<file path="src/rtl/sum_ctrl_if.sv">
// -----------------------------------------------------------------------------
// sum_ctrl_if
//   Bundles the run request, the operand stream and the result/status signals
//   of the sum_ctrl accumulation controller.
//
//   Handshake: an operand transfers on every rising clk edge where in_valid
//   and in_ready are both high (a "beat"). in_ready is driven from registered
//   state only and never depends on in_valid. The source may raise or drop
//   in_valid at any time. in_data only matters on a beat.
//
//   Signals
//     start     master->slave  request a new run (honoured only when idle)
//     len       master->slave  operand count of the run, sampled with start
//     in_valid  master->slave  operand present on in_data
//     in_data   master->slave  operand
//     in_ready  slave->master  controller accepts an operand this cycle
//     busy      slave->master  run in progress
//     sum       slave->master  accumulator / final result
//     carry     slave->master  sticky carry-out of the accumulation
//     done      slave->master  one-cycle end-of-run pulse
//     fsm_state slave->master  debug view of the controller state encoding
// -----------------------------------------------------------------------------
interface sum_ctrl_if #(
  parameter int WIDTH     = 8,
  parameter int CNT_WIDTH = 8
);
  logic                 start;
  logic [CNT_WIDTH-1:0] len;
  logic                 in_valid;
  logic [WIDTH-1:0]     in_data;
  logic                 in_ready;
  logic                 busy;
  logic [WIDTH-1:0]     sum;
  logic                 carry;
  logic                 done;
  logic [1:0]           fsm_state;

  modport master (
    output start, len, in_valid, in_data,
    input  in_ready, busy, sum, carry, done, fsm_state
  );

  modport slave (
    input  start, len, in_valid, in_data,
    output in_ready, busy, sum, carry, done, fsm_state
  );
endinterface

</file>
<file path="src/rtl/sum_ctrl.sv">
// -----------------------------------------------------------------------------
// sum_ctrl
//   Sequencing FSM for a single WIDTH-bit full adder. A run is requested with
//   start/len; the block then accepts exactly len operands from a valid/ready
//   stream, folds each into the accumulator through the adder, keeps a sticky
//   carry-out flag and finally pulses done with the result on sum/carry.
//
//   Ports
//     clk  single clock, rising edge
//     rst  asynchronous, active-high reset; aborts any run in progress
//     bus  sum_ctrl_if.slave: start, len, in_valid, in_data in;
//          in_ready, busy, sum, carry, done, fsm_state out
//
//   Every output is a flop. in_ready, busy and done are updated in the same
//   always_ff as the state register, so they are always the decode of the
//   next state and no input reaches an output combinationally.
// -----------------------------------------------------------------------------
module sum_ctrl #(
  parameter int WIDTH     = 8,
  parameter int CNT_WIDTH = 8
) (
  input  logic      clk,
  input  logic      rst,
  sum_ctrl_if.slave bus
);

  typedef enum logic [1:0] {
    IDLE = 2'd0,
    ACC  = 2'd1,
    DONE = 2'd2
  } state_t;

  state_t               state;
  logic [WIDTH-1:0]     acc;
  logic                 carry_q;
  logic [CNT_WIDTH-1:0] cnt;
  logic                 in_ready_q;
  logic                 busy_q;
  logic                 done_q;

  // The shared full adder: one extra bit on top catches the carry-out.
  logic [WIDTH:0] add_res;
  assign add_res = {1'b0, acc} + {1'b0, bus.in_data};

  // in_ready_q is high exactly while in ACC, so this is the beat condition.
  logic beat;
  assign beat = in_ready_q & bus.in_valid;

  // Last operand of the run is the beat taken with one operand remaining.
  logic last_beat;
  assign last_beat = beat && (cnt == CNT_WIDTH'(1));

  always_ff @(posedge clk or posedge rst) begin
    if (rst) begin
      state      <= IDLE;
      acc        <= '0;
      carry_q    <= 1'b0;
      cnt        <= '0;
      in_ready_q <= 1'b0;
      busy_q     <= 1'b0;
      done_q     <= 1'b0;
    end else begin
      case (state)
        IDLE: begin
          // sum/carry of the previous run stay visible until a new start.
          if (bus.start) begin
            acc     <= '0;
            carry_q <= 1'b0;
            busy_q  <= 1'b1;
            if (bus.len != '0) begin
              cnt        <= bus.len;
              state      <= ACC;
              in_ready_q <= 1'b1;
            end else begin
              // Empty run: nothing to accept, report an all-zero result.
              state  <= DONE;
              done_q <= 1'b1;
            end
          end
        end

        ACC: begin
          if (beat) begin
            acc     <= add_res[WIDTH-1:0];
            carry_q <= carry_q | add_res[WIDTH];
            cnt     <= cnt - CNT_WIDTH'(1);
          end
          if (last_beat) begin
            state      <= DONE;
            in_ready_q <= 1'b0;
            done_q     <= 1'b1;
          end
        end

        DONE: begin
          // start is deliberately ignored here: a new run can only be
          // accepted once the controller is back in IDLE.
          state  <= IDLE;
          done_q <= 1'b0;
          busy_q <= 1'b0;
        end

        default: begin
          state      <= IDLE;
          in_ready_q <= 1'b0;
          busy_q     <= 1'b0;
          done_q     <= 1'b0;
        end
      endcase
    end
  end

  assign bus.in_ready  = in_ready_q;
  assign bus.busy      = busy_q;
  assign bus.sum       = acc;
  assign bus.carry     = carry_q;
  assign bus.done      = done_q;
  assign bus.fsm_state = state;

  // Structural invariants of the FSM, stated in terms of its outputs.
`ifndef SYNTHESIS
  a_done_one_cycle : assert property (@(posedge clk) disable iff (rst)
    done_q |=> !done_q);
  a_ready_in_acc : assert property (@(posedge clk) disable iff (rst)
    in_ready_q == (state == ACC));
  a_busy_decode : assert property (@(posedge clk) disable iff (rst)
    busy_q == (state != IDLE));
  a_done_decode : assert property (@(posedge clk) disable iff (rst)
    done_q == (state == DONE));
`endif

endmodule
</file>
<file path="src/flat_wrapper.sv">
// flat-port wrapper written by rule: the top's interface ports become plain ports
module sum_ctrl_flat 
#(
  parameter int WIDTH     = 8,
  parameter int CNT_WIDTH = 8
)
  (clk, rst, bus_start, bus_len, bus_in_valid, bus_in_data, bus_in_ready, bus_busy, bus_sum, bus_carry, bus_done, bus_fsm_state);
  sum_ctrl_if #(.WIDTH(WIDTH), .CNT_WIDTH(CNT_WIDTH)) bus_i ();
  input  logic clk;
  input  logic rst;
  input wire logic [$bits(bus_i.start)-1:0] bus_start;
  input wire logic [$bits(bus_i.len)-1:0] bus_len;
  input wire logic [$bits(bus_i.in_valid)-1:0] bus_in_valid;
  input wire logic [$bits(bus_i.in_data)-1:0] bus_in_data;
  output wire logic [$bits(bus_i.in_ready)-1:0] bus_in_ready;
  output wire logic [$bits(bus_i.busy)-1:0] bus_busy;
  output wire logic [$bits(bus_i.sum)-1:0] bus_sum;
  output wire logic [$bits(bus_i.carry)-1:0] bus_carry;
  output wire logic [$bits(bus_i.done)-1:0] bus_done;
  output wire logic [$bits(bus_i.fsm_state)-1:0] bus_fsm_state;
  assign bus_i.start = bus_start;
  assign bus_i.len = bus_len;
  assign bus_i.in_valid = bus_in_valid;
  assign bus_i.in_data = bus_in_data;
  assign bus_in_ready = bus_i.in_ready;
  assign bus_busy = bus_i.busy;
  assign bus_sum = bus_i.sum;
  assign bus_carry = bus_i.carry;
  assign bus_done = bus_i.done;
  assign bus_fsm_state = bus_i.fsm_state;
  sum_ctrl #(.WIDTH(WIDTH), .CNT_WIDTH(CNT_WIDTH)) u_core (.clk(clk), .rst(rst), .bus(bus_i));
endmodule
</file>
<file path="config.mk">
export PLATFORM = sky130hd
export DESIGN_NAME = sum_ctrl_flat
export DESIGN_NICKNAME = d
export VERILOG_FILES = /design/src/rtl/sum_ctrl_if.sv /design/src/rtl/sum_ctrl.sv /design/src/flat_wrapper.sv
export SDC_FILE = /design/constraint.sdc
export NUM_CORES = 1
export LEC_CHECK = 0
export ABC_AREA = 1
export BUFFER_PORTS_ARGS = -buffer_cell sky130_fd_sc_hd__buf_4
export CORE_ASPECT_RATIO = 1.4
export CORE_MARGIN = 4
export CORE_UTILIZATION = 54
export DETAILED_ROUTE_END_ITERATION = 6
export GPL_TIMING_DRIVEN = 0
export PLACE_DENSITY = 0.79
export SETUP_SLACK_MARGIN = 0.1
export SYNTH_ARGS = -nofsm -noshare
export SYNTH_HDL_FRONTEND = slang
export SYNTH_SLANG_ARGS = --single-unit
export TNS_END_PERCENT = 5
</file>
<file path="constraint.sdc">
create_clock -name clk -period 2 [get_ports clk]
set_input_delay 0.3 -clock clk [delete_from_list [all_inputs] [get_ports clk]]
set_output_delay 0.3 -clock clk [all_outputs]
set_load 0.005 [all_outputs]
</file>
==> summary.txt, run 1 <==
Clock network
  • Max Buffers Root-to-Sink: 2
  • PostCTS Resize Cnt: 0
  • H-tree Lvls: 1
  • Clock transition at the registers of the reported paths: 110 ps
  • CTS sink count: 22
  • CTS buffer count: 3
  • Worst skew pair latency: 300 ps
  • Clock root buffer master: clkbuf_4
  • CTS tree: yes
  • Post CTS Setup Buffer Count: 0
  • Cts hold-fix bufs: 0

Min path
  • Hold Path Class: input pin to async pin

Power and ir drop
  • Sequential power share: 0.314
  • Max IR drop VDD: 0.770 mV
  • Clock network fraction of total power: 0.073
  • Pint: 1390 µW
  • PwrDens: 1390 nW/µm²
  • Logic pwr share: 0.612
  • Net Sw Frac: 0.466
  • P_sw: 1210 µW
  • Leakage power: 0.00103 µW

Final layout
  • Ant diodes: 0
  • Layout cell share with drive strength beyond 1: 0.209
  • Syn-to-layout area delta: 20.3%
  • Nets@finish: 286
  • Final Instance Area: 1870 µm²

Routing
  • Drt total wl: 3.16 mm
  • Via count: 1464
  • DRC: 0
  • DR WL/cell: 10.9 µm
  • Detail Route Antenna Nets: 0
  • Starting DRC count in detailed routing: 34
  • Vias per cell: 5.07
  • Drt pass-1 iters: 4

STA
  • Worst Tran Pin Value: 840 ps
  • Final Hold Vio Count: 0
  • RSZ-0062 raised after global routing: no
  • Final setup violation count: 0
  • Slew margin rel.: 0.440
  • F_max: 602 MHz
  • Worst Clk Skew: 2.10 ps
  • Fin crit share: 0.830
  • Max Slew Vio Count: 0
  • Minimum clock period: 1660 ps
  • Setup TNS: 0 ps

Logic synthesis
  • Yosys top cell by area: dfrtp_1
  • Commonest cells in the netlist: nand2_1 (71), inv_1 (28), dfrtp_1 (22)
  • Syn_nets: 248
  • Async set-or-reset flop fraction in the synthesized netlist: 1.00
  • Synth top area cells: dfrtp_1 (35%), nand2_1 (17%), ha_1 (8.0%), inv_1 (6.8%), nand3_1 (6.4%)
  • Synth Warn #: 0
  • Register area share after synthesis: 0.354
  • Synth Register Bits: 22
  • Post-synth EDFFs: 0
  • Synthesized area per cell: 7.17 µm²
  • Share of the synthesized area in the top cell type: 0.354
  • Post-synthesis cell count: 217
  • Synth Cell Area: 1560 µm²
  • Dominant synthesized flop cell: dfrtp_1
  • Most numerous cell in the Yosys netlist: nand2_1
  • Cell variety after synth: 27

Critical path
  • Slowest cell on the critical path: dfrtp_1
  • Critical path class: flop to flop
  • Reg-to-Reg Start: u_core.bus.sum[0]
  • Critical path's largest stage delay: 410 ps
  • CP endpoint kind: flop
  • Most frequent CP cell: nand2_1
  • Crit path launch type: flop
  • Crit path launch: u_core.bus.sum[0]
  • WP data required: 2200 ps
  • Max FO, Critical Path: 3
  • Worst EP arrival: 1860 ps
  • Crit path cell chain: ha_1 > fa_1 > nand3_1 > nand2_1 > nand2_1 > nand3b_1 > nand3_1 > nand2_1

GRT
  • Initial antenna violation count: 0
  • Grt ovf: 0
  • Vias in the first global route: 1365
  • First-pass GRT wire length: 5.69 mm
  • GRT Overall Usage: 0.192
  • Largest net degree at the start of global routing: 23

Place
  • Post-DP HPWL: 2.58 mm
  • # port buffers: 33
  • RePlAce Congestion: 0.875
  • Area post-placement: 1850 µm²

Floorplanning
  • Row count: 22
  • Core Area: 2700 µm²
  • Die outline width: 53.4 µm
  • Die Span Y: 71.5 µm
  • Initial Util: 0.577
  • Die area: 3810 µm²
  • I/O pins: 34

Run status
  • Run status: completed

Job
  • Maximum capacitance violations: 0
critical path, delay by kind of cell, from the launching register on:
| family | cells | cell delay [ps] |
|---|---|---|
| fa+ha+maj | 2 | 640 |
| flops | 1 | 410 |
| simple gates | 6 | 510 |
per-stage QoR:
step / std cells / util / hold slack (ps) / power, µW / setup slack [ps]
2_1_floorplan: 217 / - / 289 / 1950 / 462
3_3_place_gp: 286 / 0.685 / 468 / 2410 / 352
3_5_place_dp: 286 / 0.685 / 472 / 2430 / 334
4_1_cts: 289 / 0.693 / 182 / 2630 / 319
5_1_grt: 289 / 0.693 / 223 / 2910 / 189
6_report: 289 / 0.693 / 164 / 2600 / 339
flip-flops by register name, indices dropped and copies added (netlist names):
name and flops:
u_core.bus.sum 8, u_core.cnt 8, u_core.bus.fsm_state 2, u_core.bus.busy 1
u_core.bus.carry 1, u_core.bus.done 1, u_core.bus.in_ready 1
area by class of cell:
type / instances / area, µm²
multi-input cells: 163 / 875
repair buffers: 33 / 248
well taps: 36 / 45.0
fillers: 278 / 827
inverters: 30 / 118
flip-flops and latches: 22 / 551
plain buffers: 2 / 12.5
clock buffers: 3 / 22.5
routing by layer:
layer / vias to the layer above / global-route usage / wire length (µm)
met5: - / 0 / 0
met4: 0 / 0.0426 / 23
met3: 4 / 0.0187 / 118
met2: 28 / 0.341 / 1670
met1: 668 / 0.245 / 1350
li1: 764 / - / -
path summary, 6_finish.rpt:
check	to	slack, ps	cells past startpoint
max	u_core.bus.sum[6]	340	8
min	u_core.cnt[4]	160	2
max reg2reg	u_core.bus.sum[6]	340	8
min reg2reg	u_core.bus.done	490	2
max in group asynchronous	u_core.bus.fsm_state[1]	1320	2
min in group clk	u_core.bus.busy	260	3
logic make-up after synthesis:
| kind of cell | after synthesis | share of synthesized area |
|---|---|---|
| adder cells (fa/ha/maj) | 11 | 0.0933 |
| AND/OR/NAND/NOR | 123 | 0.344 |
| AO/OA/AOI/OAI | 25 | 0.103 |
| flip-flops | 22 | 0.354 |
| buffers and inverters | 32 | 0.0837 |
| XOR/XNOR | 4 | 0.0225 |
power by group through the flow:
stage | clock network [µW] | registers, µW | logic [µW]
2_1_floorplan | 0 | 805 | 1150
3_3_place_gp | 0 | 822 | 1580
3_5_place_dp | 0 | 823 | 1600
4_1_cts | 199 | 814 | 1610
5_1_grt | 216 | 848 | 1850
6_report | 191 | 815 | 1590
cell usage in the layout (no fill, tap or decap), drive strengths merged, types with 4 or more instances in the layout:
| master | instances |
|---|---|
| ha | 10 |
| buf | 35 |
| a21oi | 5 |
| nand3 | 21 |
| nand4 | 4 |
| o21ai | 17 |
| nand2 | 74 |
| nor2 | 23 |
| inv | 29 |
| dfrtp | 22 |
(Power assumes the default switching activity.)
==> inputs of run 2 (changes only) <==
--- a/config.mk
+++ b/config.mk
@@ -9,10 +9,10 @@
 export BUFFER_PORTS_ARGS = -buffer_cell sky130_fd_sc_hd__buf_4
 export CORE_ASPECT_RATIO = 1.4
 export CORE_MARGIN = 4
-export CORE_UTILIZATION = 54
+export CORE_UTILIZATION = 49
 export DETAILED_ROUTE_END_ITERATION = 6
 export GPL_TIMING_DRIVEN = 0
-export PLACE_DENSITY = 0.79
+export PLACE_DENSITY = 0.76
 export SETUP_SLACK_MARGIN = 0.1
 export SYNTH_ARGS = -nofsm -noshare
 export SYNTH_HDL_FRONTEND = slang
==> constraint.sdc (replaced) <==
create_clock -name clk -period 1.4 [get_ports clk]
set_input_delay 0.21 -clock clk [delete_from_list [all_inputs] [get_ports clk]]
set_output_delay 0.21 -clock clk [all_outputs]
set_load 0.005 [all_outputs]
==> run 2 against run 1 <==
Against the previous run: final area up 7.8%; clock skew up 2.5 ps; the run now ends with negative setup slack left; critical path type unchanged; via count up 2.0%; largest power group unchanged; sequential power up 51%; setup slack worse by 410 ps; routed wire length up 9.8%; core utilization down 1.3 points; largest cell class unchanged; die area up 8.8%; register-to-register slack worse by 410 ps; worst hold slack worse by 53 ps; critical endpoint unchanged; non-clock buffer count up 1.
==> summary.txt, run 2 (synthesis results as in run 1) <==
Clock network
  • CTS buffer count: 3
  • H-tree Lvls: 1
  • CTS sink count: 22
  • Worst skew pair latency: 260 ps
  • Clock transition at the registers of the reported paths: 80 ps
  • Clock root buffer master: clkbuf_8
  • CTS tree: yes
  • Max Buffers Root-to-Sink: 2
  • Cts hold-fix bufs: 0

Routing
  • Detail Route Antenna Nets: 0
  • Via count: 1493
  • Highest routed layer: met4
  • Vias per cell: 5.13
  • Met3 WL post-DR: 132 µm
  • DRC: 0
  • DR WL/cell: 11.9 µm
  • Drt total wl: 3.47 mm
  • Starting DRC count in detailed routing: 47
  • Post-Route M1 WL: 1.44 mm
  • DR WL met2: 1.83 mm
  • Drt pass-1 iters: 4

Floorplanning
  • Die outline width: 55.6 µm
  • Row count: 23
  • I/O pins: 34
  • Core Area: 2960 µm²
  • Die Span Y: 74.7 µm
  • Initial Util: 0.525
  • Die area: 4150 µm²

Job
  • Maximum capacitance violations: 0

Critical path
  • Max FO, Critical Path: 3
  • R2R setup slack: -70 ps
  • R2r endpoint: u_core.bus.sum[6]
  • Critical path class: flop to flop
  • Critical path's largest stage delay: 390 ps
  • Crit path launch type: flop
  • Slowest cell on the critical path: dfrtp_1
  • CP endpoint kind: flop
  • Reg-to-Reg Start: u_core.bus.sum[0]
  • WP data required: 1550 ps
  • Crit path cell chain: ha_2 > fa_2 > nand3_2 > nand2_4 > nand2_2 > nand3b_1 > nand3_1 > nand2_1
  • Worst R2R Path Depth: 8
  • Worst EP arrival: 1620 ps

STA
  • Max Slew Vio Count: 0
  • Final Hold Vio Count: 0
  • Worst Tran Pin Value: 829 ps
  • F_max: 681 MHz
  • Setup TNS: -135 ps
  • RSZ-0062 raised after global routing: yes
  • Final WS setup: -68.1 ps
  • Worst Clk Skew: 4.56 ps
  • Final setup violation count: 3
  • Minimum clock period: 1470 ps
  • Fin crit share: 1.05
  • Slew margin rel.: 0.447

GRT
  • Initial antenna violation count: 0
  • Grt ovf: 0
  • GRT Overall Usage: 0.177
  • First-pass GRT wire length: 6.02 mm
  • Vias in the first global route: 1501
  • Largest net degree at the start of global routing: 23

Place
  • RePlAce Congestion: 0.811
  • # port buffers: 33
  • Setup WS pre-CTS: -140 ps
  • Area post-placement: 1860 µm²
  • Post-DP HPWL: 2.66 mm

Final layout
  • Layout cell share with drive strength beyond 1: 0.303
  • Ant diodes: 0
  • Commonest non-fill, non-tap cell in the layout: nand2_1
  • Final Instance Area: 2020 µm²
  • Most used cells in the layout excluding fill and tap cells: nand2_1 (69), buf_4 (35), inv_1 (25), dfrtp_1 (21)
  • Nets@finish: 287
  • Syn-to-layout area delta: 29.7%

Power and ir drop
  • Max IR drop VDD: 1.22 mV
  • Leakage power: 0.00104 µW
  • PwrDens: 2050 nW/µm²

Run status
  • Failing checks: negative setup slack
  • Run status: finished, violations left

Min path
  • Hold Path Class: input pin to async pin
-- run 2: cell types whose count changed in the layout (fill, tap and decap cells not counted), sizes merged --
cell,delta
buf,+1
-- run 2: how the worst max path moves through the flow --
stage          cells past startpoint         startpoint           endpoint  slack (ps)
2_1_floorplan                      8  u_core.bus.sum[0]  u_core.bus.sum[6]         -40
3_5_place_dp                       8  u_core.bus.sum[0]  u_core.bus.sum[6]        -140
5_1_grt                            8  u_core.bus.sum[0]  u_core.bus.sum[6]        -160
3_3_place_gp                       8  u_core.bus.sum[0]  u_core.bus.sum[6]        -110
6_report                           8  u_core.bus.sum[0]  u_core.bus.sum[6]         -70
4_1_cts                            8  u_core.bus.sum[0]  u_core.bus.sum[6]         -80
-- run 2: repair_timing --
action	in CTS	in global routing
endpoints found under the setup margin	18	21
setup buffers	1	0
gates resized for setup	7	16
pin swaps	1	4
-- run 2: cell type report --
class | count | area [µm²]
Inverter | 30 | 118
Clock buffer | 3 | 41.3
Sequential cell | 22 | 552
Tap cell | 37 | 46.3
Fill cell | 247 | 947
Timing Repair Buffer | 34 | 255
Buffer | 2 | 12.5
Multi-Input combinational cell | 163 | 992
-- run 2: layer usage --
layer	global-route usage	up-vias
li1	-	767
met1	0.194	687
met2	0.339	31
met3	0.0240	8
met4	0.0811	0
met5	0	-
-- run 2: through the flow --
stage | hold WS (ps) | cells | total power [µW] | utilization
CTS | 150 | 291 | 3990 | 0.658
global route | 183 | 291 | 4520 | 0.680
floorplan | 199 | 217 | 2810 | -
global placement | 429 | 287 | 3450 | 0.628
finish | 111 | 291 | 4130 | 0.680
detailed placement | 440 | 287 | 3490 | 0.628
-- run 2: critical path, delay by kind of cell, from the launching register on --
kind | cells | cell delay, ps
adder cells (fa/ha/maj) | 2 | 550
flip-flops | 1 | 390
AND/OR/NAND/NOR | 6 | 430
-- run 2: where the power goes --
group          internal [µW]  switching (µW)
Clock                    192             195
Combinational           1110            1400
Sequential               928             302
==> inputs of run 3 (changes only) <==
--- a/config.mk
+++ b/config.mk
@@ -13,6 +13,7 @@
 export DETAILED_ROUTE_END_ITERATION = 6
 export GPL_TIMING_DRIVEN = 0
 export PLACE_DENSITY = 0.76
+export REMOVE_ABC_BUFFERS = 1
 export SETUP_SLACK_MARGIN = 0.1
 export SYNTH_ARGS = -nofsm -noshare
 export SYNTH_HDL_FRONTEND = slang
==> run 3 against run 2 <==
Against the previous run: the run still ends with negative setup slack left; combinational power up 8.0%; via count down 1.5%; fmax down 0.15%; die area unchanged; setup slack worse by 2.2 ps; final cell count up 1.4%; critical path depth down 3; final area up 4.5%; non-clock buffer count up 3; largest power group unchanged.
==> summary.txt, run 3 (synthesis results as in run 1) <==
Run status
  • Run status: finished, violations left
  • Failing checks: negative setup slack

Critical path
  • Worst EP arrival: 1640 ps
  • CP bufs+invs: 1
  • Cell family with most CP delay: adder cells
  • Max FO, Critical Path: 2
  • R2r endpoint: u_core.bus.sum[2]
  • Crit path cell chain: ha_2 > fa_2 > buf_4 > xnor2_1 > o31ai_2
  • CP endpoint kind: flop
  • R2R setup slack: -70 ps
  • WP data required: 1570 ps
  • Crit path launch type: flop
  • Critical path class: flop to flop
  • Critical path's largest stage delay: 380 ps
  • Worst R2R Path Depth: 5
  • Slowest cell on the critical path: dfrtp_1
  • Reg-to-Reg Start: u_core.bus.sum[0]

Routing
  • Met3 WL post-DR: 100 µm
  • Highest routed layer: met4
  • Post-Route M1 WL: 1.43 mm
  • DR WL met2: 1.80 mm
  • Vias per cell: 4.98
  • Detail Route Antenna Nets: 0
  • Starting DRC count in detailed routing: 44
  • Via count: 1470
  • DR WL/cell: 11.5 µm
  • DRC: 0
  • Drt total wl: 3.38 mm
  • Drt pass-1 iters: 4

STA
  • Minimum clock period: 1470 ps
  • Final WS setup: -70.3 ps
  • Final Hold Vio Count: 0
  • Fin crit share: 1.05
  • Worst Tran Pin Value: 848 ps
  • Worst-case hold slack: 124 ps
  • Slew margin rel.: 0.434
  • Final setup violation count: 4
  • RSZ-0062 raised after global routing: yes
  • Worst Clk Skew: 1.55 ps
  • Setup TNS: -156 ps
  • F_max: 680 MHz
  • Max Slew Vio Count: 0

Clock network
  • CTS sink count: 22
  • H-tree Lvls: 1
  • CTS tree: yes
  • Clock root buffer master: clkbuf_8
  • Clock transition at the registers of the reported paths: 70 ps
  • CTS buffer count: 3
  • Max Buffers Root-to-Sink: 2
  • Worst skew pair latency: 260 ps
  • Cts hold-fix bufs: 0

Power and ir drop
  • PwrDens: 2070 nW/µm²
  • Max IR drop VDD: 1.52 mV
  • Leakage power: 0.00107 µW

Final layout
  • Ant diodes: 0
  • Commonest non-fill, non-tap cell in the layout: nand2_1
  • Final Instance Area: 2110 µm²
  • Layout cell share with drive strength beyond 1: 0.353
  • Multi-input gate area: 1020 µm²
  • Syn-to-layout area delta: 35.5%
  • Most used cells in the layout excluding fill and tap cells: nand2_1 (64), buf_4 (37), inv_1 (24), dfrtp_1 (20), nand3_1 (17)
  • Fill cells: 249
  • Nets@finish: 290
  • Reg area: 553 µm²

Floorplanning
  • Die area: 4150 µm²
  • Die outline width: 55.6 µm
  • Core Area: 2960 µm²
  • I/O pins: 34
  • Initial Util: 0.525
  • Row count: 23
  • Die Span Y: 74.7 µm

GRT
  • Largest net degree at the start of global routing: 23
  • First-pass GRT wire length: 6.08 mm
  • GRT Overall Usage: 0.182
  • Vias in the first global route: 1479
  • Initial antenna violation count: 0
  • Grt ovf: 0

Place
  • Area post-placement: 1840 µm²
  • RePlAce Congestion: 0.861
  • # port buffers: 33
  • Post-DP HPWL: 2.55 mm

Job
  • Maximum capacitance violations: 0

Min path
  • Hold Path Class: input pin to async pin
-- run 3: cell types whose count changed in the layout (fill, tap and decap cells not counted), moves of 2 or more --
cell | previous run | this run
buf_4 | 35 | 37
buf_6 | 0 | 2
nand2_2 | 2 | 7
nand2_1 | 69 | 64
o21ai_0 | 6 | 4
-- run 3: worst max path at each step --
stage,from,end,slack [ps],cells after the start
4_1_cts,u_core.bus.sum[0],u_core.bus.sum[2],-100,5
6_report,u_core.bus.sum[0],u_core.bus.sum[2],-70,5
3_3_place_gp,u_core.bus.sum[0],u_core.bus.sum[6],-260,8
3_5_place_dp,u_core.bus.sum[0],u_core.bus.sum[6],-290,8
5_1_grt,u_core.bus.sum[0],u_core.bus.sum[2],-150,5
2_1_floorplan,u_core.bus.sum[0],u_core.bus.sum[6],-140,8
-- run 3: final cells by class --
cell class                      instances  area share
Tap cell                               37      0.0220
Inverter                               30      0.0612
Multi-Input combinational cell        163       0.486
Sequential cell                        22       0.262
Timing Repair Buffer                   39       0.143
Clock buffer                            4      0.0261
-- run 3: repair_timing --
action	in CTS	in global routing
gates cloned	0	0
gates resized for setup	35	7
pin swaps	25	8
endpoints found under the setup margin	21	21
buffers inserted	6	0
-- run 3: routing by layer --
layer | vias up | GRT usage
met2 | 28 | 0.347
met5 | - | 0
met1 | 662 | 0.205
li1 | 774 | -
met3 | 6 | 0.0206
met4 | 0 | 0.0784
-- run 3: through the flow --
step	std cells	util	power (µW)	setup WS (ps)
global placement	285	0.620	3390	-264
detailed placement	285	0.620	3410	-285
floorplan	215	-	2750	-138
finish	295	0.711	4370	-70.3
global route	295	0.711	4820	-154
CTS	295	0.705	4350	-104
-- run 3: where the power goes --
group	switching [µW]	internal [µW]
combinational	1480	1220
clock	190	250
sequential	290	930
